`src/rtl/decode_stage_pkg.sv`:
```
// Shared decode definitions: opcode constants, instruction format codes and the
// registered decode bundle. Optional illegal-opcode flag under DECODE_ILLEGAL_CHK_EN.
package decode_stage_pkg;

    localparam logic [6:0] OPC_LUI       = 7'b0110111;
    localparam logic [6:0] OPC_AUIPC     = 7'b0010111;
    localparam logic [6:0] OPC_JAL       = 7'b1101111;
    localparam logic [6:0] OPC_JALR      = 7'b1100111;
    localparam logic [6:0] OPC_LOAD      = 7'b0000011;
    localparam logic [6:0] OPC_OP_IMM    = 7'b0010011;
    localparam logic [6:0] OPC_MISC_MEM  = 7'b0001111;
    localparam logic [6:0] OPC_SYSTEM    = 7'b1110011;
    localparam logic [6:0] OPC_STORE     = 7'b0100011;
    localparam logic [6:0] OPC_BRANCH    = 7'b1100011;
    localparam logic [6:0] OPC_OP        = 7'b0110011;
    localparam logic [6:0] OPC_OP_IMM_32 = 7'b0011011;
    localparam logic [6:0] OPC_OP_32     = 7'b0111011;

    typedef enum logic [2:0] {
        FMT_R = 3'd0,
        FMT_I = 3'd1,
        FMT_S = 3'd2,
        FMT_B = 3'd3,
        FMT_U = 3'd4,
        FMT_J = 3'd5
    } fmt_t;

    typedef struct packed {
        logic [6:0] opcode;
        logic [2:0] funct3;
        logic [6:0] funct7;
        logic [4:0] rd_addr;
        logic [4:0] rs1_addr;
        logic [4:0] rs2_addr;
        fmt_t       fmt;
        logic       rd_we;
`ifdef DECODE_ILLEGAL_CHK_EN
        logic       illegal;
`endif
    } bundle_t;

    // Unknown opcodes fall back to R so they carry a zero immediate.
    function automatic fmt_t opcode_fmt(input logic [6:0] opcode, input logic rv64);
        fmt_t f;
        f = FMT_R;
        case (opcode)
            OPC_LUI, OPC_AUIPC:                   f = FMT_U;
            OPC_JAL:                              f = FMT_J;
            OPC_JALR, OPC_LOAD, OPC_OP_IMM,
            OPC_MISC_MEM, OPC_SYSTEM:             f = FMT_I;
            OPC_STORE:                            f = FMT_S;
            OPC_BRANCH:                           f = FMT_B;
            OPC_OP:                               f = FMT_R;
            OPC_OP_IMM_32:                        f = rv64 ? FMT_I : FMT_R;
            default:                              f = FMT_R;
        endcase
        return f;
    endfunction

    function automatic logic opcode_known(input logic [6:0] opcode, input logic rv64);
        logic k;
        k = 1'b0;
        case (opcode)
            OPC_LUI, OPC_AUIPC, OPC_JAL, OPC_JALR, OPC_LOAD, OPC_OP_IMM,
            OPC_MISC_MEM, OPC_SYSTEM, OPC_STORE, OPC_BRANCH, OPC_OP:
                k = 1'b1;
            OPC_OP_IMM_32, OPC_OP_32:
                k = rv64;
            default:
                k = 1'b0;
        endcase
        return k;
    endfunction

    function automatic logic opcode_writes_rd(input logic [6:0] opcode,
                                              input logic [2:0] funct3,
                                              input logic       rv64);
        logic w;
        w = 1'b0;
        case (opcode)
            OPC_LUI, OPC_AUIPC, OPC_JAL, OPC_JALR, OPC_LOAD, OPC_OP_IMM, OPC_OP:
                w = 1'b1;
            OPC_OP_IMM_32, OPC_OP_32:
                w = rv64;
            OPC_SYSTEM:
                w = (funct3 != 3'd0);
            default:
                w = 1'b0;
        endcase
        return w;
    endfunction

endpackage

```
`src/rtl/decode_stage_imm_gen.sv`:
```
// Combinational format classification and sign-extended immediate extraction.
module imm_gen
    import decode_stage_pkg::*;
#(
    parameter int unsigned XLEN = 32
) (
    input  logic [31:0]     instr,
    output fmt_t            fmt,
    output logic [XLEN-1:0] imm
);

    localparam logic RV64 = (XLEN == 32'd64);

    logic [31:0] imm32;

    always_comb begin
        fmt   = opcode_fmt(instr[6:0], RV64);
        imm32 = '0;
        case (fmt)
            FMT_I: imm32 = {{20{instr[31]}}, instr[31:20]};
            FMT_S: imm32 = {{20{instr[31]}}, instr[31:25], instr[11:7]};
            FMT_B: imm32 = {{19{instr[31]}}, instr[31], instr[7], instr[30:25],
                            instr[11:8], 1'b0};
            FMT_U: imm32 = {instr[31:12], 12'h000};
            FMT_J: imm32 = {{11{instr[31]}}, instr[31], instr[19:12], instr[20],
                            instr[30:21], 1'b0};
            default: imm32 = '0;
        endcase
        // All formats produce a 32-bit signed value; widen by sign for RV64.
        imm = XLEN'($signed(imm32));
    end

endmodule

```
`src/rtl/decode_stage.sv`:
```
// Single registered decode stage with valid/ready handshake and flush.
// Optional out_illegal port enabled by DECODE_ILLEGAL_CHK_EN.
module decode_stage
    import decode_stage_pkg::*;
#(
    parameter int unsigned XLEN = 32,
    parameter int unsigned PC_W = 32
) (
    input  logic            clk,
    input  logic            rst,
    input  logic            flush,
    input  logic            in_valid,
    output logic            in_ready,
    input  logic [31:0]     in_instr,
    input  logic [PC_W-1:0] in_pc,
    output logic            out_valid,
    input  logic            out_ready,
    output logic [PC_W-1:0] out_pc,
    output logic [6:0]      out_opcode,
    output logic [2:0]      out_funct3,
    output logic [6:0]      out_funct7,
    output logic [4:0]      out_rd_addr,
    output logic [4:0]      out_rs1_addr,
    output logic [4:0]      out_rs2_addr,
    output logic [XLEN-1:0] out_imm,
    output logic [2:0]      out_fmt,
    output logic            out_rd_we
`ifdef DECODE_ILLEGAL_CHK_EN
    ,
    output logic            out_illegal
`endif
);

    localparam logic RV64 = (XLEN == 32'd64);

    logic            valid_q;
    logic [PC_W-1:0] pc_q;
    bundle_t         bundle_q;
    bundle_t         bundle_d;
    logic [XLEN-1:0] imm_q;
    logic [XLEN-1:0] imm_d;
    fmt_t            fmt_d;

    imm_gen #(.XLEN(XLEN)) u_imm_gen (
        .instr (in_instr),
        .fmt   (fmt_d),
        .imm   (imm_d)
    );

    always_comb begin
        bundle_d          = '0;
        bundle_d.opcode   = in_instr[6:0];
        bundle_d.funct3   = in_instr[14:12];
        bundle_d.funct7   = in_instr[31:25];
        bundle_d.rd_addr  = in_instr[11:7];
        bundle_d.rs1_addr = in_instr[19:15];
        bundle_d.rs2_addr = in_instr[24:20];
        bundle_d.fmt      = fmt_d;
        bundle_d.rd_we    = (in_instr[11:7] != 5'd0) &&
                            opcode_writes_rd(in_instr[6:0], in_instr[14:12], RV64);
`ifdef DECODE_ILLEGAL_CHK_EN
        bundle_d.illegal  = !opcode_known(in_instr[6:0], RV64) ||
                            (in_instr[1:0] != 2'b11);
`endif
    end

    assign in_ready = !valid_q || out_ready;

    // Flush only kills valid; data registers are left as-is.
    always_ff @(posedge clk) begin
        if (rst) begin
            valid_q  <= 1'b0;
            pc_q     <= '0;
            bundle_q <= '0;
            imm_q    <= '0;
        end else if (flush) begin
            valid_q  <= 1'b0;
        end else if (in_ready) begin
            valid_q <= in_valid;
            if (in_valid) begin
                pc_q     <= in_pc;
                bundle_q <= bundle_d;
                imm_q    <= imm_d;
            end
        end
    end

    assign out_valid    = valid_q;
    assign out_pc       = pc_q;
    assign out_opcode   = bundle_q.opcode;
    assign out_funct3   = bundle_q.funct3;
    assign out_funct7   = bundle_q.funct7;
    assign out_rd_addr  = bundle_q.rd_addr;
    assign out_rs1_addr = bundle_q.rs1_addr;
    assign out_rs2_addr = bundle_q.rs2_addr;
    assign out_imm      = imm_q;
    assign out_fmt      = bundle_q.fmt;
    assign out_rd_we    = bundle_q.rd_we;
`ifdef DECODE_ILLEGAL_CHK_EN
    assign out_illegal  = bundle_q.illegal;
`endif

endmodule

```
`config.mk`:
```
export PLATFORM = sky130hd
export DESIGN_NAME = decode_stage
export DESIGN_NICKNAME = d
export VERILOG_FILES = /design/src/rtl/decode_stage_pkg.sv /design/src/rtl/decode_stage_imm_gen.sv /design/src/rtl/decode_stage.sv
export SDC_FILE = /design/constraint.sdc
export NUM_CORES = 1
export LEC_CHECK = 0
export ABC_AREA = 1
export BUFFER_PORTS_ARGS = -buffer_cell sky130_fd_sc_hd__buf_2
export CAP_MARGIN = 20
export CORE_ASPECT_RATIO = 1.25
export CORE_MARGIN = 8
export CORE_UTILIZATION = 50
export CTS_BUF_LIST = sky130_fd_sc_hd__clkbuf_8
export CTS_CLUSTER_SIZE = 20
export DETAILED_ROUTE_END_ITERATION = 16
export PLACE_DENSITY = 0.88
export SLEW_MARGIN = 20
export SYNTH_ARGS = -nofsm -noshare
export SYNTH_HDL_FRONTEND = slang
export SYNTH_SLANG_ARGS = --single-unit
```
`constraint.sdc`:
```
create_clock -name clk -period 1.5 [get_ports clk]
set_input_delay 0.075 -clock clk [delete_from_list [all_inputs] [get_ports clk]]
set_output_delay 0.075 -clock clk [all_outputs]
set_load 0.1 [all_outputs]
```
==> summary.md, run 1 <==
| Metric | Value |
|---|---|
| CTS H-Tree Depth | `3` |
| Dpl ws | `0.0352 ns` |
| Die height | `120 um` |
| R2r worst-path depth | `7` |
| Setup WS post-layout | `0.0448 ns` |
| Register area | `2030 um^2` |
| DRC errors left | `0` |
| Sink Count | `101` |
| Final WL | `14,500 um` |
| Synth-to-Final Area Change | `40.4%` |
| Critical path endpoint category | `flip-flop` |
| CP arrival | `1.77 ns` |
| #FFs+latches synth | `101` |
| Mapped Area | `4330 um^2` |
| Starting Density | `50.6%` |
| Fillers | `682` |
| Port buffer count | `170` |
| Post-layout instance area | `slightly above 6000 um^2` |
| Initial DRC Count | `331` |
| Number of global-route vias before repair | `4,852` |
| Worst slew pin tran | `0.535 ns` |
| Area occupied by multi-input gates | `~2000 um^2` |
| Critical path class | `flip-flop to flip-flop` |
| CP required | `approximately 1.8 ns` |
| Sequential area share after synthesis | `roughly 47%` |
| Placed Area | `5260 um^2` |
| Skew final | `0.00725 ns` |
| Total grt overflow | `0` |
| Util after Layout | `71.0%` |
| DR vias/cell | `5.18` |
| Synth Area in Simple Gates | `27.0%` |
| Reg2reg start | `out_valid$_SDFFE_PP0P_` |
| Initial antenna violation count | `1` |
| Max Cap Viol | `0` |
| Die Area | `11,900 um^2` |
| Count of pins over their slew limit | `0` |
| Root buffer cell | `clkbuf_8` |
| Layout cells sized above 1 | `33.6%` |
| Synth Area in Compound Gates | `~18%` |
| First-pass GRT wire length | `23,200 um` |
| Worst setup path end | `out_pc[17]$_SDFFE_PP0P_` |
| Fin Hold WS | `between 0.02 and 0.025 ns` |
| Post-DP HPWL | `just under 10,000 um` |
| Final setup viols | `0` |
| Final nets | `870` |
| GRT Total Usage | `24.0%` |
| IR Drop Worst-Case VDD | `approximately 870 uV` |
| Slew HR | `between 60 and 70%` |
| Fin crit period | `~1.5 ns` |
| Worst setup startpoint | `out_valid$_SDFFE_PP0P_` |
| Critical path's slowest cell | `dfxtp_4` |
| Non-filler instance count after layout | `907` |
| Max Root-Sink Buffers | `2` |
| Total vias in the final route | `4,697` |
| Leak | `between 0.003 and 0.004 uW` |
| WL/cell | `16.0 um` |
| Post-Synth XOR/XNOR Area | `0%` |
| Hold Vio Cnt, Final | `0` |
| Worst-skew pair later-pin latency | `0.37 ns` |
| Core Area | `8560 um^2` |
| Reg2reg setup slack | `0.04 ns` |
| Mux contribution to synthesized area | `0%` |
| Row Count | `38` |
| Worst-path cell chain | `inv_2 -> nor2_4 -> nor3_4 -> buf_12 -> buf_4 -> o21ai_0 -> nor2_1` |
| Syn nets | `655` |
| Post-Synth Adder-Cell Area | `0%` |
| GPL Wtd Cong | `between 0.9 and 1` |
| Drt pass-1 iters | `5` |
| Critical R2R Capture | `out_pc[17]$_SDFFE_PP0P_` |
| Critical path startpoint category | `flip-flop` |
| Worst-path fanout max | `29` |
| Cells after DPL | `about 830` |
| Status | `completed` |
| CP max stage delay | `0.36 ns` |
| Syn Inst Count | `~590` |
| HP Class | `primary input to flip-flop` |
| Synthesis warning total | `0` |
| Clock transition at path regs | `0.10 ns` |
| Synth unique cells | `32` |
| RSZ-0062 raised after global routing | `yes` |
| Tcrit/Tclk final | `a little over nine tenths` |
| I/O pin cnt | `171` |
| Power Density | `between 1000 and 1500 nW/um^2` |
| Chip width | `99.2 um` |
| Fmax | `687 MHz` |
| Main combinational cell family by area after synthesis | `simple AND/OR/NAND/NOR gates` |
| Num CTS Buffers | `9` |
| Antenna violation net count after detailed routing | `0` |
| TritonCTS clock tree | `done` |
| Syn avg cell area | `7.39 um^2` |
| Largest net degree at the start of global routing | `61` |
registers in the layout, summed over array words and instances (netlist names):
name / flops
out_funct7: 7
out_rd_addr: 5
out_funct3: 3
out_rs2_addr: 5
out_pc: 32
out_rd_we: 1
out_fmt: 3
out_imm: 32
out_rs1_addr: 5
out_opcode: 7
out_valid: 1
power breakdown:
group	switching [uW]	internal, uW	total (uW)
Clock	1000	625	1630
Sequential	63.4	2810	2870
Combinational	1360	389	1750
cell families after synthesis:
kind of cell / count (synthesis)
AO/OA/AOI/OAI: 138
buffers and inverters: 78
AND/OR/NAND/NOR: 269
flip-flops: 101
synthesized netlist by cell type, drive strengths merged:
library cell  number  area (um^2)
nor2             122          484
a21oi             63          390
inv               42          158
o21ai             72          360
a211oi             1         7.51
dlygate4sd1        1         8.76
dlymetal6s2s       1         12.5
nand3              9         60.1
nand4              6         43.8
o211ai             2         15.0
dfxtp            101         2020
nor3               2         21.3
or2                1         6.26
buf               10         75.1
clkbuf            24          111
nand2            129          552
how the worst min path moves through the flow:
| stage | startpoint | endpoint | cells past startpoint |
|---|---|---|---|
| floorplan | flush | out_valid$_SDFFE_PP0P_ | 1 |
| global placement | in_pc[15] | out_pc[15]$_SDFFE_PP0P_ | 3 |
| detailed placement | flush | out_valid$_SDFFE_PP0P_ | 2 |
| CTS | out_ready | out_valid$_SDFFE_PP0P_ | 4 |
| global route | out_ready | out_valid$_SDFFE_PP0P_ | 4 |
| finish | in_instr[11] | out_rd_addr[4]$_SDFFE_PP0P_ | 3 |
metrics by stage:
step                      total power (uW)  TNS, ns
after floorplan                       4170   -0.112
after global placement                4490        0
after detailed placement              4520        0
after CTS                             6240        0
after global routing                  6480   -0.319
final                                 6250        0
metal layers:
layer | GRT usage [%] | vias to the layer above | share of wire [%] | wire length [um]
met2 | 40.3 | 221 | 49 | 7060
met4 | 10.9 | 0 | 2.7 | 397
met5 | 0 | - | 0 | 0
met3 | 9.44 | 34 | 9.8 | 1420
li1 | - | 2295 | - | -
met1 | 25.9 | 2147 | 39 | 5640
what timing repair did:
| action | 4_1_cts | 5_1_grt |
|---|---|---|
| hold endpoints to repair | 55 | 0 |
| hold buffers | 55 | 0 |
| setup endpoints to repair | 0 | 38 |
| buffers inserted | 0 | 2 |
| resized for setup | 0 | 7 |
cell type report:
type | instances | area share [%]
repair buffers | 240 | 26.6
diodes | 1 | 0.0412
inverters | 42 | 2.66
clock inverters | 7 | 0.926
well taps | 100 | 2.06
flip-flops and latches | 101 | 33.3
multi-input cells | 407 | 32.4
clock buffers | 9 | 2.04
placed cells by master, fill, tap and decap left out, types with 2 or more instances in the layout:
| master | instances |
|---|---|
| buf_2 | 169 |
| nor2_1 | 112 |
| nand2_1 | 104 |
| dfxtp_1 | 100 |
| o21ai_0 | 63 |
| dlygate4sd3_1 | 55 |
| a21oi_1 | 43 |
| inv_1 | 34 |
| nand2_2 | 24 |
| a21oi_2 | 20 |
| o21ai_1 | 9 |
| clkbuf_8 | 9 |
| buf_4 | 8 |
| inv_2 | 7 |
| nor2_2 | 7 |
| nand3_1 | 6 |
| nand4_1 | 5 |
| buf_12 | 5 |
| clkinvlp_4 | 3 |
| nand3_2 | 3 |
| inv_6 | 3 |
| nor2_4 | 2 |
| o211ai_1 | 2 |
| clkbuf_16 | 2 |
critical path: cells and delay by family (launching register included):
kind,cells,cell delay [ns]
buffers and inverters,3,0.51
AND/OR/NAND/NOR,3,0.42
flip-flops,1,0.36
AO/OA/AOI/OAI,1,0.11
Note: power is estimated with default switching activity, not from simulation.
==> run 2: changes to the inputs <==
--- a/config.mk
+++ b/config.mk
@@ -9,7 +9,6 @@
 export BUFFER_PORTS_ARGS = -buffer_cell sky130_fd_sc_hd__buf_2
 export CAP_MARGIN = 20
 export CORE_ASPECT_RATIO = 1.25
-export CORE_MARGIN = 8
 export CORE_UTILIZATION = 50
 export CTS_BUF_LIST = sky130_fd_sc_hd__clkbuf_8
 export CTS_CLUSTER_SIZE = 20
==> run 2 against run 1 <==
Compared with the run above: fmax rose by 2.5%; register-to-register slack improved by 0.04 ns; clock skew up 0.0015 ns; via count increased by 0.66%; highest routed layer unchanged; largest power group unchanged.
==> summary.md, run 2 (synthesis results as in run 1) <==
| Metric | Value |
|---|---|
| Status | `completed` |
| Skew final | `0.00873 ns (+0.00147 ns)` |
| Die height | `106 um (-12%)` |
| Post-layout instance area | `5960 um^2 (-1.9%)` |
| Worst-path fanout max | `42 (+45%)` |
| Synth-to-Final Area Change | `37.7%` |
| Largest net degree at the start of global routing | `85 (+39%)` |
| Cells after DPL | `827 (-0.48%)` |
| Hold path cells | `3 (unchanged)` |
| Worst-skew pair later-pin latency | `0.36 ns (about the same)` |
| Tcrit/Tclk final | `94.6% (-2.4 points)` |
| Number of global-route vias before repair | `4,575 (-5.7%)` |
| Fmax | `704 MHz (+2.5%)` |
| Clock transition at path regs | `0.09 ns (about the same)` |
| Die Area | `9030 um^2 (-24%)` |
| WL/cell | `15.2 um (-4.8%)` |
| Count of pins over their slew limit | `0 (unchanged)` |
| Total grt overflow | `0 (unchanged)` |
| Clock share of power | `25.6% (-0.5 points)` |
| Port buffer count | `170 (unchanged)` |
| Setup TNS | `0 ns (unchanged)` |
| CP required | `1.79 ns (-0.02 ns)` |
| Power Density | `1040 nW/um^2 (+0.74%)` |
| First-pass GRT wire length | `21,000 um (-9.7%)` |
| Chip width | `85.2 um (-14%)` |
| Hold endpoint | `out_rd_addr[4]$_SDFFE_PP0P_` |
| GRT Total Usage | `29.3% (+5.3 points)` |
| Final setup viols | `0 (unchanged)` |
| Crit path max-delay family | `buffers and inverters` |
| Hold Vio Cnt, Final | `0 (unchanged)` |
| Leak | `0.00301 uW (-1.0%)` |
| Drt pass-1 iters | `6 (+1)` |
| CP arrival | `1.71 ns (-0.06 ns)` |
| Total vias in the final route | `4,728 (+0.66%)` |
| Antenna violation net count after detailed routing | `0 (unchanged)` |
| Reg2reg setup slack | `0.08 ns (+0.04 ns)` |
| DRC errors left | `0 (unchanged)` |
| Non-filler instance count after layout | `896 (-1.2%)` |
| Inserted Diodes | `0 (-1)` |
| Post-DP HPWL | `8640 um (-10%)` |
| Critical path startpoint category | `flip-flop` |
| Commonest cells after routing, fill and taps aside | `169 x buf_2, 115 x nor2_1, 104 x nand2_1` |
| Max Root-Sink Buffers | `2 (unchanged)` |
| Switching pwr | `2350 uW (-3.1%)` |
| RSZ-0062 raised after global routing | `yes` |
| Final WL | `13,700 um (-6.0%)` |
| TritonCTS clock tree | `done` |
| Starting Density | `51.9% (+1.4 points)` |
| Fin crit period | `1.42 ns (-0.0356 ns)` |
| CP max stage delay | `0.35 ns (about the same)` |
| Num CTS Buffers | `9 (unchanged)` |
| Placed Area | `5240 um^2 (-0.40%)` |
| Startpoint of the worst hold path | `in_instr[11]` |
| Util after Layout | `71.5% (+0.52 points)` |
| GPL Wtd Cong | `0.910 (-2.2%)` |
| I/O pin cnt | `171 (unchanged)` |
| Sequential power share | `46.5% (+0.6 points)` |
| Critical path's slowest cell | `dfxtp_4` |
| Internal | `3820 uW (about the same)` |
| Max Cap Viol | `0 (unchanged)` |
| DR vias/cell | `5.28 (+1.9%)` |
| Root buffer cell | `clkbuf_8` |
| Layout cells sized above 1 | `33.2% (-0.46 points)` |
| Initial DRC Count | `336 (+1.5%)` |
| Switching share of power | `38.1% (-0.75 points)` |
| Worst slew pin tran | `0.524 ns (-0.0107 ns)` |
| Commonest non-fill, non-tap cell in the layout | `buf_2` |
| Sink Count | `101 (unchanged)` |
| Critical path endpoint category | `flip-flop` |
| IR Drop Worst-Case VDD | `790 uV (-9.1%)` |
| Combinational share of power | `27.9% (about the same)` |
| Fillers | `651 (-4.5%)` |
| Row Count | `37 (-2.6%)` |
| R2r worst-path depth | `7 (unchanged)` |
| Worst-path cell chain | `inv_2 -> nor2_4 -> nor3_4 -> buf_4 -> buf_8 -> o21ai_0 -> nor2_1` |
| CTS H-Tree Depth | `3 (unchanged)` |
| Core Area | `8330 um^2 (-2.6%)` |
| HP Class | `primary input to flip-flop` |
| WP buf/inv | `3 (unchanged)` |
| Critical R2R Capture | `out_pc[30]$_SDFFE_PP0P_` |
| Final nets | `863 (-0.80%)` |
| Slew HR | `65.3% (+0.96 points)` |
| Critical path class | `flip-flop to flip-flop` |
| Initial antenna violation count | `0 (-1)` |
| Reg2reg start | `out_valid$_SDFFE_PP0P_` |
==> run 2: cell types whose count changed in the layout (fill, tap and decap cells not counted), sizes merged <==
cell         before  now
clkbuf           12   11
diode             1    0
clkinvlp          3    2
buf             182  183
dlygate4sd3      55   49
==> run 2: power groups by stage <==
stage	Combinational [uW]	Clock (uW)	Sequential (uW)
2_1_floorplan	333	0	3840
3_3_place_gp	1560	0	2920
3_5_place_dp	1580	0	2930
4_1_cts	1680	1610	2870
5_1_grt	1790	1700	2880
6_report	1720	1580	2870
==> run 2: what timing repair did <==
| action | in CTS | in global routing |
|---|---|---|
| setup buffers | 0 | 2 |
| hold buffers | 49 | 0 |
| endpoints found under the hold margin | 49 | 0 |
| gates resized for setup | 0 | 6 |
| endpoints found under the setup margin | 0 | 4 |
==> run 2: layout make-up <==
cell class                      instances  area (um^2)  share of cell area, %
Multi-Input combinational cell        407         1960                   32.9
Sequential cell                       101         2030                   34.0
Inverter                               42          161                   2.71
Clock inverter                          6         38.8                  0.651
Clock buffer                           10          138                   2.31
Timing Repair Buffer                  233         1520                   25.4
Tap cell                               97          121                   2.04
==> run 2: worst max-delay path by stage <==
stage / from / slack (ns) / depth (start not counted) / to
final: out_valid$_SDFFE_PP0P_ / 0.08 / 7 / out_pc[30]$_SDFFE_PP0P_
after global routing: out_valid$_SDFFE_PP0P_ / -0.02 / 9 / out_rd_we$_SDFFE_PP0P_
after CTS: out_valid$_SDFFE_PP0P_ / 0.03 / 8 / out_rd_we$_SDFFE_PP0P_
after detailed placement: out_valid$_SDFFE_PP0P_ / 0.07 / 8 / out_rd_we$_SDFFE_PP0P_
after global placement: out_valid$_SDFFE_PP0P_ / 0.10 / 8 / out_rd_we$_SDFFE_PP0P_
after floorplan: out_valid$_SDFFE_PP0P_ / -0.11 / 4 / out_valid$_SDFFE_PP0P_
==> run 2: through the flow <==
stage | total power [uW] | hold WS (ns) | setup slack, ns
5_1_grt | 6380 | 0.0146 | -0.0184
3_5_place_dp | 4500 | 0.304 | 0.0709
2_1_floorplan | 4170 | 0.139 | -0.112
4_1_cts | 6160 | 0.00332 | 0.0328
6_report | 6170 | 0.00907 | 0.0804
3_3_place_gp | 4480 | 0.291 | 0.102
==> run 2: layer usage <==
| metal | up-vias | routed length (um) | track usage (%) |
|---|---|---|---|
| met5 | - | 0 | 0 |
| met4 | 0 | 588 | 14.6 |
| met3 | 54 | 1120 | 6.13 |
| met2 | 248 | 6840 | 52.8 |
| met1 | 2145 | 5100 | 32.2 |
| li1 | 2281 | - | - |
==> run 2: worst register-to-register path, cell delays in order (launching register included) <==
cell	delay (ns)
dfxtp_4	0.35
inv_2	0.06
nor2_4	0.05
nor3_4	0.21
buf_4	0.16
buf_8	0.28
o21ai_0	0.14
nor2_1	0.11
